**config.mk**
```make
export PLATFORM = sky130hd
export DESIGN_NAME = tib_loader
export DESIGN_NICKNAME = d
export VERILOG_FILES = /design/src/rtl/forthsuper_pkg.sv /design/src/rtl/tib_loader.sv
export SDC_FILE = /design/constraint.sdc
export NUM_CORES = 1
export LEC_CHECK = 0
export BUFFER_PORTS_ARGS = -buffer_cell sky130_fd_sc_hd__buf_4
export CELL_PAD_IN_SITES_DETAIL_PLACEMENT = 0
export CELL_PAD_IN_SITES_GLOBAL_PLACEMENT = 1
export CORE_MARGIN = 1
export CORE_UTILIZATION = 30
export CTS_CLUSTER_DIAMETER = 150
export DETAILED_ROUTE_END_ITERATION = 8
export MAX_ROUTING_LAYER = met4
export PLACE_DENSITY = 0.73
export SLEW_MARGIN = 10
export SYNTH_ARGS = -nofsm -noshare
export SYNTH_HDL_FRONTEND = slang
export SYNTH_SLANG_ARGS = --single-unit
export TNS_END_PERCENT = 1
```
**constraint.sdc**
```tcl
create_clock -name clk -period 2.4 [get_ports clk]
set_clock_uncertainty 0.15 [all_clocks]
set_input_delay 0.24 -clock clk [delete_from_list [all_inputs] [get_ports clk]]
set_output_delay 0.24 -clock clk [all_outputs]
set_load 0.01 [all_outputs]
```
**src/rtl/forthsuper_pkg.sv**
```systemverilog
// Shared definitions for the forthsuper outer interpreter front end:
// ASCII constants, TIB loader state enum and the input byte classifier.
package forthsuper_pkg;

    localparam logic [7:0] ASC_BS  = 8'h08;
    localparam logic [7:0] ASC_TAB = 8'h09;
    localparam logic [7:0] ASC_LF  = 8'h0A;
    localparam logic [7:0] ASC_CR  = 8'h0D;
    localparam logic [7:0] ASC_SP  = 8'h20;
    localparam logic [7:0] ASC_DEL = 8'h7F;

    typedef enum logic [1:0] {ACC, TRM, RDY} tib_sts;

    typedef enum logic [1:0] {CH_PUT, CH_DEL, CH_EOL, CH_IGN} ch_cls;

    typedef struct packed {
        ch_cls      cls;
        logic [7:0] ch;   // byte to store/echo (TAB already mapped to space)
    } ch_info;

    function automatic ch_info tib_classify(input logic [7:0] b);
        ch_info r;
        r.cls = CH_IGN;
        r.ch  = b;
        if (b == ASC_TAB) begin
            r.cls = CH_PUT;
            r.ch  = ASC_SP;
        end else if (b >= ASC_SP && b < ASC_DEL) begin
            r.cls = CH_PUT;
        end else if (b == ASC_BS || b == ASC_DEL) begin
            r.cls = CH_DEL;
        end else if (b == ASC_CR || b == ASC_LF) begin
            r.cls = CH_EOL;
        end
        return r;
    endfunction

endpackage

```
**src/rtl/tib_loader.sv**
```systemverilog
// Line editor feeding the terminal input buffer; raises ready on a terminated line.
// Optional echo path to the UART transmitter when TIB_ECHO_EN is defined.
module tib_loader
    import forthsuper_pkg::*;
#(
    parameter int TIB    = 'h0,
    parameter int TIB_SZ = 80,
    parameter int MSZ    = 8,
    parameter int ASZ    = 17
) (
    input  logic                      clk,
    input  logic                      rst,
    input  logic                      rx_vld,
    input  logic [7:0]                rx_ch,
    output logic                      rx_rdy,
    output logic                      mem_we,
    output logic [ASZ-1:0]            mem_ai,
    output logic [MSZ-1:0]            mem_vi,
    output logic                      ready,
    input  logic                      done,
    output logic [$clog2(TIB_SZ)-1:0] len,
    output logic                      ovf
`ifdef TIB_ECHO_EN
    ,
    input  logic                      tx_rdy,
    output logic                      tx_vld,
    output logic [7:0]                tx_ch
`endif
);

    localparam int               LW      = $clog2(TIB_SZ);
    localparam logic [LW-1:0]    LEN_MAX = LW'(TIB_SZ - 1);
    localparam logic [ASZ-1:0]   TIB_A   = ASZ'(TIB);

    tib_sts         st, st_d;
    logic [LW-1:0]  len_d;
    logic           ovf_d, we_d, ready_d, rdy_d, rx_rdy_q, acc;
    logic [ASZ-1:0] ai_d;
    logic [MSZ-1:0] vi_d;
    ch_info         ci;
`ifdef TIB_ECHO_EN
    logic           tx_vld_d;
    logic [7:0]     tx_ch_d;

    assign rx_rdy = rx_rdy_q & tx_rdy;
`else
    assign rx_rdy = rx_rdy_q;
`endif

    assign acc = rx_vld & rx_rdy;
    assign ci  = tib_classify(rx_ch);

    always_ff @(posedge clk or posedge rst) begin
        if (rst) st <= ACC;
        else     st <= st_d;
    end

    // Everything below is the next value of a registered output.
    always_comb begin
        st_d    = st;
        len_d   = len;
        ovf_d   = ovf;
        we_d    = 1'b0;
        ai_d    = mem_ai;
        vi_d    = mem_vi;
        ready_d = 1'b0;
`ifdef TIB_ECHO_EN
        tx_vld_d = 1'b0;
        tx_ch_d  = tx_ch;
`endif
        case (st)
            ACC: begin
                if (acc) begin
                    case (ci.cls)
                        CH_PUT: begin
                            if (len != LEN_MAX) begin
                                we_d  = 1'b1;
                                ai_d  = TIB_A + ASZ'(len);
                                vi_d  = MSZ'(ci.ch);
                                len_d = len + LW'(1);
`ifdef TIB_ECHO_EN
                                tx_vld_d = 1'b1;
                                tx_ch_d  = ci.ch;
`endif
                            end else begin
                                ovf_d = 1'b1;
                            end
                        end
                        CH_DEL: begin
                            if (len != '0) begin
                                len_d = len - LW'(1);
`ifdef TIB_ECHO_EN
                                tx_vld_d = 1'b1;
                                tx_ch_d  = ci.ch;
`endif
                            end
                        end
                        CH_EOL: begin
                            // Empty line or the LF half of CRLF is dropped.
                            if (len != '0) begin
                                st_d = TRM;
                                we_d = 1'b1;
                                ai_d = TIB_A + ASZ'(len);
                                vi_d = '0;
`ifdef TIB_ECHO_EN
                                tx_vld_d = 1'b1;
                                tx_ch_d  = ASC_CR;
`endif
                            end
                        end
                        default: ;
                    endcase
                end
            end
            TRM: begin
                st_d    = RDY;
                ready_d = 1'b1;
`ifdef TIB_ECHO_EN
                tx_vld_d = 1'b1;
                tx_ch_d  = ASC_LF;
`endif
            end
            RDY: begin
                if (done) begin
                    st_d  = ACC;
                    len_d = '0;
                    ovf_d = 1'b0;
                end else begin
                    ready_d = 1'b1;
                end
            end
            default: st_d = ACC;
        endcase
        rdy_d = (st_d == ACC);
    end

    always_ff @(posedge clk or posedge rst) begin
        if (rst) begin
            len      <= '0;
            ovf      <= 1'b0;
            ready    <= 1'b0;
            mem_we   <= 1'b0;
            mem_ai   <= TIB_A;
            mem_vi   <= '0;
            rx_rdy_q <= 1'b0;
`ifdef TIB_ECHO_EN
            tx_vld   <= 1'b0;
            tx_ch    <= '0;
`endif
        end else begin
            len      <= len_d;
            ovf      <= ovf_d;
            ready    <= ready_d;
            mem_we   <= we_d;
            mem_ai   <= ai_d;
            mem_vi   <= vi_d;
            rx_rdy_q <= rdy_d;
`ifdef TIB_ECHO_EN
            tx_vld   <= tx_vld_d;
            tx_ch    <= tx_ch_d;
`endif
        end
    end

endmodule

```
==> metrics.md <==
| Metric | Value |
|---|---|
| Critical Path AT | 2540 ps |
| Critical Path Stages | 12 |
| Finish-stage setup viols | 2 |
| Hold EP | mem_vi[4] |
| Yosys warning count | 0 |
| Combinational cell fraction of total power | 48.1% |
| Clock Latency Late Sink | 270 ps |
| Pwr dens | 861 mW/mm2 |
| Chip width | 77.2 um |
| Max_cap viols | 0 |
| Met1 WL | 1840 um |
| Post-synth EDFFs | 0 |
| Hold crit path type | in2reg |
| Critical path launch point type | primary input |
| RSZ-0062 raised after global routing | yes |
| Yosys reg bits | 28 |
| Mapped Cells | 163 |
| Global route total overflow | 0 |
| DRT iter0 DRCs | 34 |
| Antenna-violating nets left | 0 |
| Final min period | 2530 ps |
| Buffers & Inverters on Critical Path | 2 |
| Crit-path cells | buf_6, or4b_4, nor4b_4, nor2_2, inv_2, ha_4, a211oi_2, o21bai_1, a21oi_2, xor2_1, nor2_1, mux2_4 |
| All-Layer GR Usage | 13.4% |
| Pint | 1.31 mW |
| Top layer in use | met4 |
| Clock slew at reported path FFs | 100 ps |
| Multi-input gate area | 961 um2 |
| Buffers on Ports | 37 |
| Largest net degree at the start of global routing | 29 |
| Crit path kind | in2reg |
| Wire per inst | 12.7 um |
| Avg Cell Area, Syn | 10.4 um2 |
| Flop2flop setup slack | 300 ps |
| Die Area | 0.00596 mm2 |
| Clock power share | 14.4% |
| Root Driver | clkbuf_8 |
| Number of buffers created by CTS | 3 |
| Fin area | 0.00238 mm2 |
| Initial Util | 31.0% |
| Final period util | 105% |
| Reg2reg start | st[0] |
| Net Sw Frac | 36.0% |
| Sequential Power Share | 37.5% |
| # DRC | 0 |
| Worst slack, placed | -530 ps |
| CP Max Fanout | 4 |
| Post-synth ARST share | 100% |
| Clk sinks | 28 |
| Hold wc startpoint | rx_ch[4] |
| Final setup margin | -129 ps |
| Max VDD drop | 0.327 mV |
| Routed vias/inst | 4.57 |
| Layout overhead on the synthesized area | 40.7% |
| Total wire length | 3850 um |
| CP required | 2410 ps |
| Placeable Area | 0.00547 mm2 |
| Filler instances | 533 |
| Sw Pwr | 739 uW |
| Sequential-to-total area share from yosys stat | 41.3% |
| Worst-case clock buffer depth | 2 |
| Register area | 701 um2 |
| TritonCTS clock tree | done |
| I/O pin count | 48 |
| Leakage | 1.15 nW |
| Delay-heaviest family, CP | simple AND/OR/NAND/NOR gates |
| HPWL after DPL | 2860 um |
| Reg2reg path depth | 8 |
| Post-DP Area | 0.00226 mm2 |
| Initial DRT Pass Iterations | 4 |
| Final slew viol count | 0 |
| Met2 routed WL | 1810 um |
| Slowest-stage cell, CP | or4b_4 |
| Hold Crit Depth | 2 |
| Crit path largest cell delay | 540 ps |
| Via Count | 1,384 |
| DIE HEIGHT | 77.2 um |
| Yosys cell types | 41 |
| Routability cong. | 0.817 |
| Final hold violations | 0 |
| Initial antenna violation count | 0 |
| Ys flop type | dfrtp_1 |
| Capturing point of the worst reg2reg path | len[3] |
| WL met3 | 164 um |
| Cell Rows | 27 |
| Post-Syn Area | 0.00170 mm2 |
| Final nets | 254 |
| Diode count | 0 |
| Fmax | 0.395 GHz |
| First-pass GRT wire length | 6160 um |
| Failing checks | negative setup slack |
| Share of cells above drive strength 1 | 40.3% |
| Status | finished with violations |
| Critical Path End Type | flip-flop |
| CTS H-tree depth | 1 |
| Vias in the first global route | 1,326 |
[worst reg2reg max path, delay by kind of cell (launching register included)]
| family | cells | cell delay, ps |
|---|---|---|
| AO/OA/AOI/OAI | 3 | 430 |
| adder cells (fa/ha/maj) | 1 | 220 |
| buffers and inverters | 3 | 440 |
| flip-flops | 1 | 420 |
| multiplexers | 1 | 330 |
[routing by layer]
| layer | track usage, % | vias to the layer above |
|---|---|---|
| met4 | 4.15 | 0 |
| met1 | 17.6 | 660 |
| li1 | - | 690 |
| met3 | 2.26 | 4 |
| met2 | 21.0 | 30 |
| met5 | - | - |
[cells in the mapped netlist (all sizes together), types with 2 or more instances]
cell / number / area share (%)
nor2b: 6 / 2.2
o21ai: 16 / 4.7
inv: 12 / 2.7
nand2: 3 / 0.66
mux2: 13 / 8.6
a211oi: 3 / 1.3
a21oi: 6 / 2.4
buf: 13 / 6.2
nand4: 2 / 0.74
o21bai: 2 / 0.89
nor2: 19 / 4.2
nor3: 2 / 0.59
o21a: 2 / 0.89
o211ai: 3 / 1.3
nand3: 4 / 1.2
ha: 9 / 6.6
dfrtp: 28 / 41
[stage by stage]
step / setup TNS, ps / cells / util [%] / total power [mW] / hold slack (ps)
4_1_cts: -197 / 302 / 43.0 / 2.06 / 112
3_3_place_gp: -1800 / 296 / 41.3 / 1.74 / 191
2_1_floorplan: -783 / 172 / - / 1.28 / 155
6_report: -185 / 303 / 43.6 / 2.05 / 114
5_1_grt: -405 / 303 / 43.6 / 2.20 / 116
3_5_place_dp: -1910 / 296 / 41.3 / 1.75 / 201
[power by group through the flow]
stage | sequential [mW] | clock (mW) | combinational [mW]
6_report | 0.769 | 0.296 | 0.988
5_1_grt | 0.793 | 0.326 | 1.08
4_1_cts | 0.768 | 0.308 | 0.986
3_5_place_dp | 0.776 | 0 | 0.971
3_3_place_gp | 0.773 | 0 | 0.965
2_1_floorplan | 0.847 | 0 | 0.433
[worst max path at each step]
stage / startpoint / end
after detailed placement: rx_ch[6] / len[6]
final: rx_ch[5] / len[5]
after global routing: rx_ch[5] / len[5]
after global placement: rx_ch[6] / len[6]
after CTS: rx_ch[5] / len[5]
after floorplan: rx_ch[6] / len[6]
[layout make-up]
cell class	count	share of cell area, %
multi-input cells	119	40.3
flip-flops and latches	28	29.4
repair buffers	68	22.4
well taps	72	3.78
clock buffers	4	2.31
inverters	12	1.89
[placed cells by master, fill, tap and decap left out, types with 3 or more instances in the layout]
cell	instances
clkbuf_8	4
conb_1	10
o211ai_1	3
nand3_1	4
inv_1	11
dfrtp_1	28
o21ai_0	12
ha_4	3
nor2_1	18
o21ai_1	4
a21oi_1	3
buf_4	64
mux2_1	10
nand2_1	3
ha_1	6
nor2b_1	5
[logic make-up (layout without fill, tap and decap cells)]
| group | after synthesis | after routing | share of synthesized area (%) |
|---|---|---|---|
| compound gates | 40 | 40 | 16.1 |
| simple gates | 44 | 44 | 16.0 |
| flops | 28 | 28 | 41.3 |
| other cells | 1 | 10 | 0.221 |
| mux | 13 | 13 | 8.63 |
| buf+inv | 25 | 84 | 8.86 |
| xor+xnor | 2 | 2 | 1.03 |
| fa+ha+maj | 10 | 10 | 7.82 |
[repair_timing]
item / in CTS / in global routing
setup endpoints to repair: 3 / 3
hold buffers: 1 / 0
buffers inserted: 1 / 1
endpoints found under the hold margin: 28 / 0
pin swaps: 11 / 1
resized for setup: 5 / 4
[flip-flops by register name (all words and copies together), names as in the netlist]
signal  flops
ready       1
mem_vi      8
mem_we      1
rx_rdy      1
len         7
ovf         1
st          2
mem_ai      7
No activity file was read; power rests on OpenSTA's default activity.
